## config.mk

```make
export PLATFORM = sky130hd
export DESIGN_NAME = el2_lsu_dccm_arb_flat
export DESIGN_NICKNAME = d
export VERILOG_FILES = /design/src/rtl/el2_pkg.sv /design/src/rtl/el2_lsu_dccm_arb_if.sv /design/src/rtl/el2_dccm_starve_cnt.sv /design/src/rtl/el2_rvdff.sv /design/src/rtl/el2_lsu_dccm_arb.sv /design/src/flat_wrapper.sv
export SDC_FILE = /design/constraint.sdc
export NUM_CORES = 1
export LEC_CHECK = 0
export ABC_AREA = 1
export BUFFER_PORTS_ARGS = -buffer_cell sky130_fd_sc_hd__buf_2
export CAP_MARGIN = 20
export CORE_AREA = 2 2 198 200
export CTS_BUF_LIST = sky130_fd_sc_hd__clkbuf_4 sky130_fd_sc_hd__clkbuf_8 sky130_fd_sc_hd__clkbuf_16
export CTS_CLUSTER_DIAMETER = 150
export DETAILED_ROUTE_END_ITERATION = 8
export DIE_AREA = 0 0 200 202
export GPL_TIMING_DRIVEN = 0
export PLACE_DENSITY = 0.41
export SLEW_MARGIN = 25
export SYNTH_ARGS = -nofsm -noshare
export SYNTH_HDL_FRONTEND = slang
export SYNTH_SLANG_ARGS = --single-unit
export TNS_END_PERCENT = 5
```

## constraint.sdc

```tcl
create_clock -name clk -period 2 [get_ports clk]
set_clock_uncertainty 0.2 [all_clocks]
set_input_delay 0.4 -clock clk [delete_from_list [all_inputs] [get_ports clk]]
set_output_delay 0.4 -clock clk [all_outputs]
set_load 0.02 [all_outputs]
```

## src/rtl/el2_pkg.sv

```systemverilog
// Core configuration types and DCCM arbitration constants shared by the LSU DCCM arbiter.
package el2_pkg;

  typedef struct packed {
    logic [7:0] DCCM_BITS;
    logic [7:0] DCCM_FDATA_WIDTH;
  } el2_param_t;

  localparam el2_param_t EL2_PARAM_DEFAULT = '{DCCM_BITS: 8'd16, DCCM_FDATA_WIDTH: 8'd39};

  typedef enum logic [1:0] {
    OWN_NONE = 2'd0,
    OWN_LSU  = 2'd1,
    OWN_DMA  = 2'd2,
    OWN_SB   = 2'd3
  } el2_dccm_owner_e;

  localparam int EL2_DCCM_STARVE_W = 4;

  function automatic logic el2_starve_boost(input logic [EL2_DCCM_STARVE_W-1:0] cnt,
                                            input logic [EL2_DCCM_STARVE_W-1:0] max);
    return cnt >= max;
  endfunction

endpackage

```

## src/rtl/el2_lsu_dccm_arb_if.sv

```systemverilog
// Requester, DCCM and read-return signals of the DCCM arbiter; slave = arbiter side.
interface el2_lsu_dccm_arb_if #(
  parameter int AW = 16,
  parameter int DW = 39
);
  logic          lsu_req_valid;
  logic          lsu_req_ready;
  logic [AW-1:0] lsu_addr_lo;
  logic [AW-1:0] lsu_addr_hi;

  logic          dma_req_valid;
  logic          dma_req_ready;
  logic          dma_req_write;
  logic [AW-1:0] dma_addr;
  logic [DW-1:0] dma_wdata;

  logic          sb_req_valid;
  logic          sb_req_ready;
  logic [AW-1:0] sb_addr_lo;
  logic [AW-1:0] sb_addr_hi;
  logic [DW-1:0] sb_wdata_lo;
  logic [DW-1:0] sb_wdata_hi;

  logic          dccm_wren;
  logic          dccm_rden;
  logic [AW-1:0] dccm_wr_addr_lo;
  logic [AW-1:0] dccm_wr_addr_hi;
  logic [AW-1:0] dccm_rd_addr_lo;
  logic [AW-1:0] dccm_rd_addr_hi;
  logic [DW-1:0] dccm_wr_data_lo;
  logic [DW-1:0] dccm_wr_data_hi;
  logic [DW-1:0] dccm_rd_data_lo;
  logic [DW-1:0] dccm_rd_data_hi;

  logic          lsu_rd_valid;
  logic          dma_rd_valid;
  logic [DW-1:0] rd_data_lo;
  logic [DW-1:0] rd_data_hi;
  logic          arb_boost;

  modport slave (
    input  lsu_req_valid, lsu_addr_lo, lsu_addr_hi,
    input  dma_req_valid, dma_req_write, dma_addr, dma_wdata,
    input  sb_req_valid, sb_addr_lo, sb_addr_hi, sb_wdata_lo, sb_wdata_hi,
    input  dccm_rd_data_lo, dccm_rd_data_hi,
    output lsu_req_ready, dma_req_ready, sb_req_ready,
    output dccm_wren, dccm_rden,
    output dccm_wr_addr_lo, dccm_wr_addr_hi, dccm_rd_addr_lo, dccm_rd_addr_hi,
    output dccm_wr_data_lo, dccm_wr_data_hi,
    output lsu_rd_valid, dma_rd_valid, rd_data_lo, rd_data_hi, arb_boost
  );

  modport master (
    output lsu_req_valid, lsu_addr_lo, lsu_addr_hi,
    output dma_req_valid, dma_req_write, dma_addr, dma_wdata,
    output sb_req_valid, sb_addr_lo, sb_addr_hi, sb_wdata_lo, sb_wdata_hi,
    output dccm_rd_data_lo, dccm_rd_data_hi,
    input  lsu_req_ready, dma_req_ready, sb_req_ready,
    input  dccm_wren, dccm_rden,
    input  dccm_wr_addr_lo, dccm_wr_addr_hi, dccm_rd_addr_lo, dccm_rd_addr_hi,
    input  dccm_wr_data_lo, dccm_wr_data_hi,
    input  lsu_rd_valid, dma_rd_valid, rd_data_lo, rd_data_hi, arb_boost
  );

endinterface

```

## src/rtl/el2_dccm_starve_cnt.sv

```systemverilog
// Saturating wait counter for one requester; boost once it has waited max_i cycles.
module el2_dccm_starve_cnt
  import el2_pkg::*;
(
  input  logic                         clk,
  input  logic                         rst_l,
  input  logic                         valid_i,
  input  logic                         grant_i,
  input  logic [EL2_DCCM_STARVE_W-1:0] max_i,
  output logic                         boost_o
);

  logic [EL2_DCCM_STARVE_W-1:0] cnt_d;
  logic [EL2_DCCM_STARVE_W-1:0] cnt_q;

  always_comb begin
    cnt_d = cnt_q;
    if (!valid_i || grant_i) cnt_d = '0;
    else if (cnt_q != '1)    cnt_d = cnt_q + 1'b1;
  end

  rvdff #(.WIDTH(EL2_DCCM_STARVE_W)) u_cnt_ff (
    .clk  (clk),
    .rst_l(rst_l),
    .din  (cnt_d),
    .dout (cnt_q)
  );

  assign boost_o = valid_i && el2_starve_boost(cnt_q, max_i);

endmodule

```

## src/rtl/el2_rvdff.sv

```systemverilog
// Plain D flop vector with asynchronous active-low reset to zero.
module rvdff #(
  parameter int WIDTH = 1
) (
  input  logic             clk,
  input  logic             rst_l,
  input  logic [WIDTH-1:0] din,
  output logic [WIDTH-1:0] dout
);

  always_ff @(posedge clk or negedge rst_l) begin
    if (!rst_l) dout <= '0;
    else        dout <= din;
  end

endmodule

```

## src/rtl/el2_lsu_dccm_arb.sv

```systemverilog
// Single-port DCCM arbiter between LSU loads, DMA and store-buffer drain, with read return routing.
module el2_lsu_dccm_arb
  import el2_pkg::*;
#(
  parameter el2_param_t pt             = EL2_PARAM_DEFAULT,
  parameter int         DMA_STARVE_MAX = 4,
  parameter int         SB_STARVE_MAX  = 8
) (
  input logic               clk,
  input logic               rst_l,
  el2_lsu_dccm_arb_if.slave bus
);

  localparam int AW = int'(pt.DCCM_BITS);
  localparam int DW = int'(pt.DCCM_FDATA_WIDTH);
  localparam logic [EL2_DCCM_STARVE_W-1:0] DMA_MAX = EL2_DCCM_STARVE_W'(DMA_STARVE_MAX);
  localparam logic [EL2_DCCM_STARVE_W-1:0] SB_MAX  = EL2_DCCM_STARVE_W'(SB_STARVE_MAX);

  el2_dccm_owner_e sel;
  logic            dma_boost, sb_boost;
  logic            dma_boost_act, sb_boost_act;
  logic            boost_hold_d, boost_hold_q;
  logic            own_lsu_d, own_lsu_q;
  logic            own_dma_d, own_dma_q;
  logic            lsu_gnt, dma_gnt, sb_gnt;
  logic            wren, rden;
  logic [AW-1:0]   addr_lo, addr_hi;
  logic [DW-1:0]   wdata_lo, wdata_hi;

  el2_dccm_starve_cnt u_dma_starve (
    .clk    (clk),
    .rst_l  (rst_l),
    .valid_i(bus.dma_req_valid),
    .grant_i(dma_gnt),
    .max_i  (DMA_MAX),
    .boost_o(dma_boost)
  );

  el2_dccm_starve_cnt u_sb_starve (
    .clk    (clk),
    .rst_l  (rst_l),
    .valid_i(bus.sb_req_valid),
    .grant_i(sb_gnt),
    .max_i  (SB_MAX),
    .boost_o(sb_boost)
  );

  // The slot right after a boosted grant goes to a waiting LSU load, so two boosted
  // requesters cannot alternate and lock loads out indefinitely.
  always_comb begin
    dma_boost_act = dma_boost && !(boost_hold_q && bus.lsu_req_valid);
    sb_boost_act  = sb_boost  && !(boost_hold_q && bus.lsu_req_valid);
    sel           = OWN_NONE;
    if      (dma_boost_act)     sel = OWN_DMA;
    else if (sb_boost_act)      sel = OWN_SB;
    else if (bus.lsu_req_valid) sel = OWN_LSU;
    else if (bus.dma_req_valid) sel = OWN_DMA;
    else if (bus.sb_req_valid)  sel = OWN_SB;
  end

  always_comb begin
    lsu_gnt      = (sel == OWN_LSU);
    dma_gnt      = (sel == OWN_DMA);
    sb_gnt       = (sel == OWN_SB);
    rden         = lsu_gnt || (dma_gnt && !bus.dma_req_write);
    wren         = sb_gnt  || (dma_gnt &&  bus.dma_req_write);
    boost_hold_d = dma_boost_act || sb_boost_act;
    own_lsu_d    = lsu_gnt;
    own_dma_d    = dma_gnt && !bus.dma_req_write;
  end

  always_comb begin
    addr_lo  = '0;
    addr_hi  = '0;
    wdata_lo = '0;
    wdata_hi = '0;
    unique case (sel)
      OWN_LSU: begin
        addr_lo = bus.lsu_addr_lo;
        addr_hi = bus.lsu_addr_hi;
      end
      OWN_DMA: begin
        addr_lo  = bus.dma_addr;
        addr_hi  = bus.dma_addr;
        wdata_lo = bus.dma_wdata;
        wdata_hi = bus.dma_wdata;
      end
      OWN_SB: begin
        addr_lo  = bus.sb_addr_lo;
        addr_hi  = bus.sb_addr_hi;
        wdata_lo = bus.sb_wdata_lo;
        wdata_hi = bus.sb_wdata_hi;
      end
      default: ;
    endcase
  end

  rvdff #(.WIDTH(1)) u_boost_hold_ff (
    .clk(clk), .rst_l(rst_l), .din(boost_hold_d), .dout(boost_hold_q)
  );

  rvdff #(.WIDTH(1)) u_own_lsu_ff (
    .clk(clk), .rst_l(rst_l), .din(own_lsu_d), .dout(own_lsu_q)
  );

  rvdff #(.WIDTH(1)) u_own_dma_ff (
    .clk(clk), .rst_l(rst_l), .din(own_dma_d), .dout(own_dma_q)
  );

  assign bus.lsu_req_ready   = lsu_gnt;
  assign bus.dma_req_ready   = dma_gnt;
  assign bus.sb_req_ready    = sb_gnt;
  assign bus.dccm_wren       = wren;
  assign bus.dccm_rden       = rden;
  assign bus.dccm_wr_addr_lo = addr_lo;
  assign bus.dccm_wr_addr_hi = addr_hi;
  assign bus.dccm_rd_addr_lo = addr_lo;
  assign bus.dccm_rd_addr_hi = addr_hi;
  assign bus.dccm_wr_data_lo = wdata_lo;
  assign bus.dccm_wr_data_hi = wdata_hi;
  assign bus.arb_boost       = dma_boost_act || sb_boost_act;

  // Return data is only forwarded while an owner flop claims it; anything else,
  // including data from an access cut off by reset, is dropped.
  assign bus.lsu_rd_valid = own_lsu_q;
  assign bus.dma_rd_valid = own_dma_q;
  assign bus.rd_data_lo   = (own_lsu_q || own_dma_q) ? bus.dccm_rd_data_lo : '0;
  assign bus.rd_data_hi   = (own_lsu_q || own_dma_q) ? bus.dccm_rd_data_hi : '0;

endmodule

```

## src/flat_wrapper.sv

```systemverilog
// flat-port wrapper written by rule: the top's interface ports become plain ports
module el2_lsu_dccm_arb_flat import el2_pkg::*;
#(
  parameter el2_param_t pt             = EL2_PARAM_DEFAULT,
  parameter int         DMA_STARVE_MAX = 4,
  parameter int         SB_STARVE_MAX  = 8
)
  (clk, rst_l, bus_lsu_req_valid, bus_lsu_addr_lo, bus_lsu_addr_hi, bus_dma_req_valid, bus_dma_req_write, bus_dma_addr, bus_dma_wdata, bus_sb_req_valid, bus_sb_addr_lo, bus_sb_addr_hi, bus_sb_wdata_lo, bus_sb_wdata_hi, bus_dccm_rd_data_lo, bus_dccm_rd_data_hi, bus_lsu_req_ready, bus_dma_req_ready, bus_sb_req_ready, bus_dccm_wren, bus_dccm_rden, bus_dccm_wr_addr_lo, bus_dccm_wr_addr_hi, bus_dccm_rd_addr_lo, bus_dccm_rd_addr_hi, bus_dccm_wr_data_lo, bus_dccm_wr_data_hi, bus_lsu_rd_valid, bus_dma_rd_valid, bus_rd_data_lo, bus_rd_data_hi, bus_arb_boost);
  el2_lsu_dccm_arb_if #(.AW((16)), .DW((39))) bus_i ();
  input logic clk;
  input logic rst_l;
  input wire logic [$bits(bus_i.lsu_req_valid)-1:0] bus_lsu_req_valid;
  input wire logic [$bits(bus_i.lsu_addr_lo)-1:0] bus_lsu_addr_lo;
  input wire logic [$bits(bus_i.lsu_addr_hi)-1:0] bus_lsu_addr_hi;
  input wire logic [$bits(bus_i.dma_req_valid)-1:0] bus_dma_req_valid;
  input wire logic [$bits(bus_i.dma_req_write)-1:0] bus_dma_req_write;
  input wire logic [$bits(bus_i.dma_addr)-1:0] bus_dma_addr;
  input wire logic [$bits(bus_i.dma_wdata)-1:0] bus_dma_wdata;
  input wire logic [$bits(bus_i.sb_req_valid)-1:0] bus_sb_req_valid;
  input wire logic [$bits(bus_i.sb_addr_lo)-1:0] bus_sb_addr_lo;
  input wire logic [$bits(bus_i.sb_addr_hi)-1:0] bus_sb_addr_hi;
  input wire logic [$bits(bus_i.sb_wdata_lo)-1:0] bus_sb_wdata_lo;
  input wire logic [$bits(bus_i.sb_wdata_hi)-1:0] bus_sb_wdata_hi;
  input wire logic [$bits(bus_i.dccm_rd_data_lo)-1:0] bus_dccm_rd_data_lo;
  input wire logic [$bits(bus_i.dccm_rd_data_hi)-1:0] bus_dccm_rd_data_hi;
  output wire logic [$bits(bus_i.lsu_req_ready)-1:0] bus_lsu_req_ready;
  output wire logic [$bits(bus_i.dma_req_ready)-1:0] bus_dma_req_ready;
  output wire logic [$bits(bus_i.sb_req_ready)-1:0] bus_sb_req_ready;
  output wire logic [$bits(bus_i.dccm_wren)-1:0] bus_dccm_wren;
  output wire logic [$bits(bus_i.dccm_rden)-1:0] bus_dccm_rden;
  output wire logic [$bits(bus_i.dccm_wr_addr_lo)-1:0] bus_dccm_wr_addr_lo;
  output wire logic [$bits(bus_i.dccm_wr_addr_hi)-1:0] bus_dccm_wr_addr_hi;
  output wire logic [$bits(bus_i.dccm_rd_addr_lo)-1:0] bus_dccm_rd_addr_lo;
  output wire logic [$bits(bus_i.dccm_rd_addr_hi)-1:0] bus_dccm_rd_addr_hi;
  output wire logic [$bits(bus_i.dccm_wr_data_lo)-1:0] bus_dccm_wr_data_lo;
  output wire logic [$bits(bus_i.dccm_wr_data_hi)-1:0] bus_dccm_wr_data_hi;
  output wire logic [$bits(bus_i.lsu_rd_valid)-1:0] bus_lsu_rd_valid;
  output wire logic [$bits(bus_i.dma_rd_valid)-1:0] bus_dma_rd_valid;
  output wire logic [$bits(bus_i.rd_data_lo)-1:0] bus_rd_data_lo;
  output wire logic [$bits(bus_i.rd_data_hi)-1:0] bus_rd_data_hi;
  output wire logic [$bits(bus_i.arb_boost)-1:0] bus_arb_boost;
  assign bus_i.lsu_req_valid = bus_lsu_req_valid;
  assign bus_i.lsu_addr_lo = bus_lsu_addr_lo;
  assign bus_i.lsu_addr_hi = bus_lsu_addr_hi;
  assign bus_i.dma_req_valid = bus_dma_req_valid;
  assign bus_i.dma_req_write = bus_dma_req_write;
  assign bus_i.dma_addr = bus_dma_addr;
  assign bus_i.dma_wdata = bus_dma_wdata;
  assign bus_i.sb_req_valid = bus_sb_req_valid;
  assign bus_i.sb_addr_lo = bus_sb_addr_lo;
  assign bus_i.sb_addr_hi = bus_sb_addr_hi;
  assign bus_i.sb_wdata_lo = bus_sb_wdata_lo;
  assign bus_i.sb_wdata_hi = bus_sb_wdata_hi;
  assign bus_i.dccm_rd_data_lo = bus_dccm_rd_data_lo;
  assign bus_i.dccm_rd_data_hi = bus_dccm_rd_data_hi;
  assign bus_lsu_req_ready = bus_i.lsu_req_ready;
  assign bus_dma_req_ready = bus_i.dma_req_ready;
  assign bus_sb_req_ready = bus_i.sb_req_ready;
  assign bus_dccm_wren = bus_i.dccm_wren;
  assign bus_dccm_rden = bus_i.dccm_rden;
  assign bus_dccm_wr_addr_lo = bus_i.dccm_wr_addr_lo;
  assign bus_dccm_wr_addr_hi = bus_i.dccm_wr_addr_hi;
  assign bus_dccm_rd_addr_lo = bus_i.dccm_rd_addr_lo;
  assign bus_dccm_rd_addr_hi = bus_i.dccm_rd_addr_hi;
  assign bus_dccm_wr_data_lo = bus_i.dccm_wr_data_lo;
  assign bus_dccm_wr_data_hi = bus_i.dccm_wr_data_hi;
  assign bus_lsu_rd_valid = bus_i.lsu_rd_valid;
  assign bus_dma_rd_valid = bus_i.dma_rd_valid;
  assign bus_rd_data_lo = bus_i.rd_data_lo;
  assign bus_rd_data_hi = bus_i.rd_data_hi;
  assign bus_arb_boost = bus_i.arb_boost;
  el2_lsu_dccm_arb #(.pt(pt), .DMA_STARVE_MAX(DMA_STARVE_MAX), .SB_STARVE_MAX(SB_STARVE_MAX)) u_core (.clk(clk), .rst_l(rst_l), .bus(bus_i));
endmodule
```

==> results.toml, run 1 <==
[critical_path]
critical_path_arrival_ns = 1.89
critical_path_peak_fanout = 6
slowest_stage = "sky130_fd_sc_hd__dfrtp_1"
crit_chain = "inv_2 -> nand2_2 -> nand3_4 -> nand3_4 -> buf_12 -> buf_16 -> nand3_4 -> nand3_4 -> buf_6 -> buf_6"
worst_path_bufs_invs = 5
crit_top_cell = "sky130_fd_sc_hd__nand3_4"
crit_path_end_kind = "primary output"
cp_top_family = "buffers and inverters"
worstSetupStartpoint = "u_core.u_dma_starve.u_cnt_ff.dout[3]"
critical_path_required_ns = 1.40
worst-setup-path-type = "reg -> out"
cp_slowest_stage_delay_ns = 0.39
startpoint_type_of_the_worst_setup_path = "flop"
regToRegStartpoint = "u_core.u_dma_starve.u_cnt_ff.dout[3]"

[logic_synthesis]
post_synth_edffs = 0
ys.warnings.count = 0
synthTopCellsByArea = "sky130_fd_sc_hd__nand3_1 25%, sky130_fd_sc_hd__inv_1 15%, sky130_fd_sc_hd__o21ai_1 12%"
post-synth-top-area-fraction = 0.2505
synth_top_area_cell = "sky130_fd_sc_hd__nand3_1"
synth_fp_nets = 910
yosysUniqueCellTypes = 24
synth_async_sr_flop_share = 1.000
syn-instance-count = 626
synth.most_common_cell = "sky130_fd_sc_hd__nand3_1"
postSynthAreaPerCell_um2 = 5.235
portion_of_the_post_synthesis_area_used_by_sequential_elements = 0.08400
synthesis.area_mm2 = 0.003277
ys_dominant_reg_cell = "sky130_fd_sc_hd__dfrtp_1"
synth.top_cells.by_count = "164 x sky130_fd_sc_hd__nand3_1, 130 x sky130_fd_sc_hd__inv_1, 89 x sky130_fd_sc_hd__nor2_1, 80 x sky130_fd_sc_hd__o21ai_1, 37 x sky130_fd_sc_hd__buf_4"
ys_ff_latch = 11

[cts]
clkLatencyLatePin_ns = 0.24
cts_max_path_buffers = 2
tritoncts.num_buffers = 3
sink_count_of_the_clock_tree = 11
cts.clk_slew.worst_paths_ns = 0.04
clock_tree.htree_level_count = 1
cts_tree = "done"
clock-root-buffer = "sky130_fd_sc_hd__clkbuf_16"

[global_route]
grt.overflow.total = 0
initial_antenna_violation_count = 7
via_count_of_the_first_global_routing_pass = 6558
grt_pass1_wl_um = 41300
grt_max_degree = 12
gr-usage-all-layers = 0.1393

[drt]
drc = 0
routed_via_density = 3.840
routed_wire_length_per_instance_um = 18.03
first_pass_iters = 5
vias = 6509
routed_wl_um = 30560
drt_iter0_drc = 247
ant_nets = 0

[place]
placedCellCount = 1652
gp_congestion = 0.9252
placement.io_buffers = 508
hpwl_um = 25460

[timing]
setup_violations = 162
finalMaxSlewViolations = 0
post-route-min-period_ns = 2.487
achievable-frequency_mhz = 402.1
final_hold_viol_count = 0
unrepaired_setup_endpoints_after_global_routing = "true"
tightestPinTransition_ns = 0.3233
post-route-period-util = 1.244
timing.final.ws_setup_ns = -0.4870
timing.max_slew.rel_slack = 0.7837

[cells_and_area]
layout.cells.non_filler = 1695
drive_gt1_frac = 0.6590
syn_to_layout_area_delta_pct = 181.3
nNetsFinal = 1458

[pwr]
power.total_w = 0.003848
power_spent_charging_and_discharging_nets_w = 0.001870
switching_share = 0.4860
p_per_area_mw_per_mm2 = 417.4
combPwrFrac = 0.837
seq_power_share = 0.064
leakage_power_nw = 5.069
power.share.clock = 0.098
vdd_drop_max_mv = 0.1734
internal_power_w = 0.001978

[status]
failed_checks = "negative setup slack"
run_status = "finished, violations left"

[run]
timing.max_cap.violations = 0

[die]
die_h_um = 202
design.core.area_mm2 = 0.03829
row_count = 72
start_util = 0.08559
floorplan.die.width_um = 200
design.die.area_mm2 = 0.04040
io_pins = 509

[hold_path]
timing.hold.worst.start = "bus_dma_req_write"
timing.hold.worst.class = "in -> reg"
[cells by family (layout without fill, tap and decap cells)]
group | Yosys count | after routing | synth area share
compound gates | 88 | 88 | 0.1344
xor+xnor | 2 | 2 | 0.005347
fa+ha+maj | 3 | 3 | 0.01146
buf+inv | 216 | 763 | 0.3142
flops | 11 | 11 | 0.08400
other cells | 0 | 4 | 0
simple gates | 306 | 306 | 0.4506
[layer usage]
layer	GRT usage	up-vias	share of wire
met2	0.2687	381	0.52
met1	0.1472	2966	0.37
li1	-	3111	-
met5	0	-	0.00065
met4	0.06296	4	0.044
met3	0.01886	47	0.063
[flip-flops by register name (all words and copies together), names as in the netlist]
name                               flops
u_core.u_boost_hold_ff.dout            1
u_core.u_sb_starve.u_cnt_ff.dout       4
u_core.u_dma_starve.u_cnt_ff.dout      4
u_core.u_own_dma_ff.dout               1
u_core.u_own_lsu_ff.dout               1
[cell type report]
| type | instances | area [um^2] |
|---|---|---|
| Sequential cell | 11 | 275.3 |
| Fill cell | 4258 | 29070 |
| Timing Repair Buffer | 543 | 3632 |
| Antenna cell | 4 | 10.01 |
| Clock buffer | 4 | 82.58 |
| Buffer | 83 | 1012 |
| Inverter | 133 | 506.7 |
| Multi-Input combinational cell | 399 | 3052 |
| Tap cell | 518 | 648.1 |
[worst reg2reg max path: cells and delay by family, from the launching register on]
kind                   cells  cell delay (ns)
flip-flops                 1             0.39
AND/OR/NAND/NOR            6             0.60
buffers and inverters      4             0.54
[layout by cell type, fill, tap and decap left out]
cell type,count
sky130_fd_sc_hd__a21oi_1,2
sky130_fd_sc_hd__buf_12,18
sky130_fd_sc_hd__buf_16,3
sky130_fd_sc_hd__buf_2,370
sky130_fd_sc_hd__buf_4,93
sky130_fd_sc_hd__buf_6,116
sky130_fd_sc_hd__buf_8,7
sky130_fd_sc_hd__clkbuf_16,8
sky130_fd_sc_hd__clkbuf_2,2
sky130_fd_sc_hd__clkbuf_4,10
sky130_fd_sc_hd__clkbuf_8,2
sky130_fd_sc_hd__dfrtp_1,11
sky130_fd_sc_hd__diode_2,4
sky130_fd_sc_hd__dlygate4sd3_1,1
sky130_fd_sc_hd__ha_1,3
sky130_fd_sc_hd__inv_1,128
sky130_fd_sc_hd__inv_2,4
sky130_fd_sc_hd__inv_8,1
sky130_fd_sc_hd__nand2_1,10
sky130_fd_sc_hd__nand2_2,2
sky130_fd_sc_hd__nand2_4,2
sky130_fd_sc_hd__nand2_8,2
sky130_fd_sc_hd__nand3_1,62
sky130_fd_sc_hd__nand3_2,52
sky130_fd_sc_hd__nand3_4,53
sky130_fd_sc_hd__nand3b_1,1
sky130_fd_sc_hd__nand4_1,32
sky130_fd_sc_hd__nor2_1,87
sky130_fd_sc_hd__nor2_4,3
sky130_fd_sc_hd__o21ai_0,6
sky130_fd_sc_hd__o21ai_1,55
sky130_fd_sc_hd__o21ai_2,22
sky130_fd_sc_hd__o21ai_4,3
sky130_fd_sc_hd__xnor2_1,1
sky130_fd_sc_hd__xor2_1,1
[power groups by stage]
stage | logic, W | registers [W] | clock network (W)
2_1_floorplan | 0.00149 | 0.000252 | 0
3_3_place_gp | 0.00252 | 0.000250 | 0
3_5_place_dp | 0.00252 | 0.000250 | 0
4_1_cts | 0.00310 | 0.000247 | 0.000392
5_1_grt | 0.00344 | 0.000249 | 0.000400
6_report | 0.00322 | 0.000247 | 0.000378
[final timing paths]
kind | end | slack [ns] | cells past startpoint
max | bus_dccm_wr_addr_lo[0] | -0.49 | 10
min | u_core.u_own_dma_ff.dout | 0.28 | 2
max reg2reg | u_core.u_sb_starve.u_cnt_ff.dout[0] | 0.19 | 10
min reg2reg | u_core.u_dma_starve.u_cnt_ff.dout[0] | 0.39 | 2
max in group asynchronous | u_core.u_dma_starve.u_cnt_ff.dout[2] | 1.02 | 2
min in group asynchronous | u_core.u_own_dma_ff.dout | 0.37 | 2
[metrics by stage]
step,TNS [ns],hold slack [ns],util,worst slack (ns),area [um^2]
detailed placement,-131.41,0.09551,0.1881,-1.178,7203
floorplan,-3.400,-0.09559,-,-0.04620,4013
finish,-59.41,0.2779,0.2408,-0.4870,9219
global route,-77.41,0.2857,0.2408,-0.5951,9219
CTS,-62.70,0.2726,0.2295,-0.4939,8786
global placement,-129.30,0.09444,0.1881,-1.195,7203
[repair_timing]
action	in CTS	in global routing
endpoints found under the setup margin	234	210
hold endpoints to repair	11	0
buffers inserted	21	6
hold buffers	1	0
gates cloned	3	4
pin swaps	10	12
resized for setup	335	70
Power figures use the tool's default switching activity.
==> run 2: changes to the inputs <==
Settings changed: SETUP_SLACK_MARGIN set to 0.5.
==> results.toml, run 2 (same netlist as run 1, synthesis figures left out) <==
[status]
run_status = "finished, violations left"
failed_checks = "negative setup slack"

[place]
gp_congestion = 0.8871
placement.io_buffers = 508
placedCellCount = 1652
hpwl_um = 25050

[global_route]
grt_max_degree = 12
grt.overflow.total = 0
via_count_of_the_first_global_routing_pass = 6310
initial_antenna_violation_count = 7
gr-usage-all-layers = 0.1356
grt_pass1_wl_um = 39940

[timing]
timing.final.ws_setup_ns = -0.4938
finalMaxSlewViolations = 0
setup_tns_ns = -58.81
timing.max_slew.rel_slack = 0.7937
achievable-frequency_mhz = 401.0
setup_violations = 168
unrepaired_setup_endpoints_after_global_routing = "true"
tightestPinTransition_ns = 0.3083
hold_ws_ns = 0.3297
post-route-period-util = 1.247
post-route-min-period_ns = 2.494
final_hold_viol_count = 0

[die]
io_pins = 509
design.core.area_mm2 = 0.03829
start_util = 0.08559
row_count = 72
die_h_um = 202
design.die.area_mm2 = 0.04040
floorplan.die.width_um = 200

[cells_and_area]
layout_commonest_cell = "sky130_fd_sc_hd__buf_2"
multi_input_area_mm2 = 0.002999
biggestRegsByFlops = "u_core.u_dma_starve.u_cnt_ff.dout (4), u_core.u_sb_starve.u_cnt_ff.dout (4)"
syn_to_layout_area_delta_pct = 174.0
drive_gt1_frac = 0.6635
num-fill-cells = 4329
sequential_cell_area_um2 = 275.3
nNetsFinal = 1453
layout.cells.non_filler = 1694
final_cell_mix = "376 x sky130_fd_sc_hd__buf_2, 127 x sky130_fd_sc_hd__inv_1, 115 x sky130_fd_sc_hd__buf_6"

[drt]
first_pass_iters = 4
routed_wl_um = 30010
ant_nets = 0
vias = 6434
routed_via_density = 3.798
drt_iter0_drc = 229
routed_wire_length_per_instance_um = 17.71
drc = 0

[pwr]
leakage_power_nw = 5.003
vdd_drop_max_mv = 0.1718
p_per_area_mw_per_mm2 = 417.1
power.total_w = 0.003745

[critical_path]
critical_path_required_ns = 1.40
cp_slowest_stage_delay_ns = 0.39
worst-setup-path-type = "reg -> out"
slowest_stage = "sky130_fd_sc_hd__dfrtp_1"
critical_path_peak_fanout = 10
critical_path_arrival_ns = 1.89
startpoint_type_of_the_worst_setup_path = "flop"
crit_path_end_kind = "primary output"
crit_chain = "nand2_4 -> nand3_4 -> nand2_8 -> inv_8 -> buf_12 -> buf_12 -> nand3_2 -> nand3_4 -> buf_6 -> buf_6"

[run]
timing.max_cap.violations = 0

[cts]
cts.clk_slew.worst_paths_ns = 0.05
clkLatencyLatePin_ns = 0.24
clock_tree.htree_level_count = 1
cts_tree = "done"
cts_max_path_buffers = 2
tritoncts.num_buffers = 3
sink_count_of_the_clock_tree = 11
clock-root-buffer = "sky130_fd_sc_hd__clkbuf_16"

[hold_path]
timing.hold.worst.class = "in -> reg"
## run 2: final timing paths
kind,start,to,slack [ns],cells after the start
worst max register to register,u_core.u_boost_hold_ff.dout,u_core.u_sb_starve.u_cnt_ff.dout[2],0.09,11
worst max-delay path,u_core.u_boost_hold_ff.dout,bus_dccm_wr_addr_lo[15],-0.49,10
worst min register to register,u_core.u_dma_starve.u_cnt_ff.dout[0],u_core.u_dma_starve.u_cnt_ff.dout[0],0.39,2
max in group asynchronous,rst_l,u_core.u_dma_starve.u_cnt_ff.dout[0],0.99,2
min in group asynchronous,rst_l,u_core.u_own_lsu_ff.dout,0.37,2
worst min-delay path,bus_sb_req_valid,u_core.u_sb_starve.u_cnt_ff.dout[1],0.33,3
## run 2: routing by layer
layer	wire length (um)	share of wire	global-route usage
met5	0	0	0
met4	1251	0.042	0.04630
met3	2068	0.069	0.01819
met2	15400	0.51	0.2577
met1	11290	0.38	0.1525
## run 2: layout make-up
cell class | count | share of cell area
flip-flops and latches | 11 | 0.03066
multi-input cells | 400 | 0.3340
repair buffers | 537 | 0.3861
diodes | 8 | 0.002230
inverters | 133 | 0.05644
well taps | 518 | 0.07219
plain buffers | 83 | 0.1091
clock buffers | 4 | 0.009197
## run 2: worst max-delay path, delay by kind of cell, from the launching register on
family        cells  cell delay, ns
buf+inv           5            0.62
flops             1            0.39
simple gates      5            0.61
## run 2: power by group
group	internal [W]	total (W)	switching, W
combinational	0.00138	0.00311	0.00172
clock	0.000282	0.000392	0.000109
sequential	0.000237	0.000248	0.0000110
## run 2: through the flow
step                instance area (um^2)    util  setup slack [ns]
CTS                                 8330  0.2176           -0.5341
detailed placement                  7213  0.1884            -1.091
global route                        8969  0.2342           -0.5467
global placement                    7213  0.1884            -1.078
finish                              8979  0.2345           -0.4938
floorplan                           4023       -          -0.04456
## run 2: timing repair
action	4_1_cts	5_1_grt
endpoints found under the hold margin	11	0
hold buffers	1	0
cloned	4	1
pin swaps	8	10
gates resized for setup	214	161
setup buffers	19	5
setup endpoints to repair	237	236
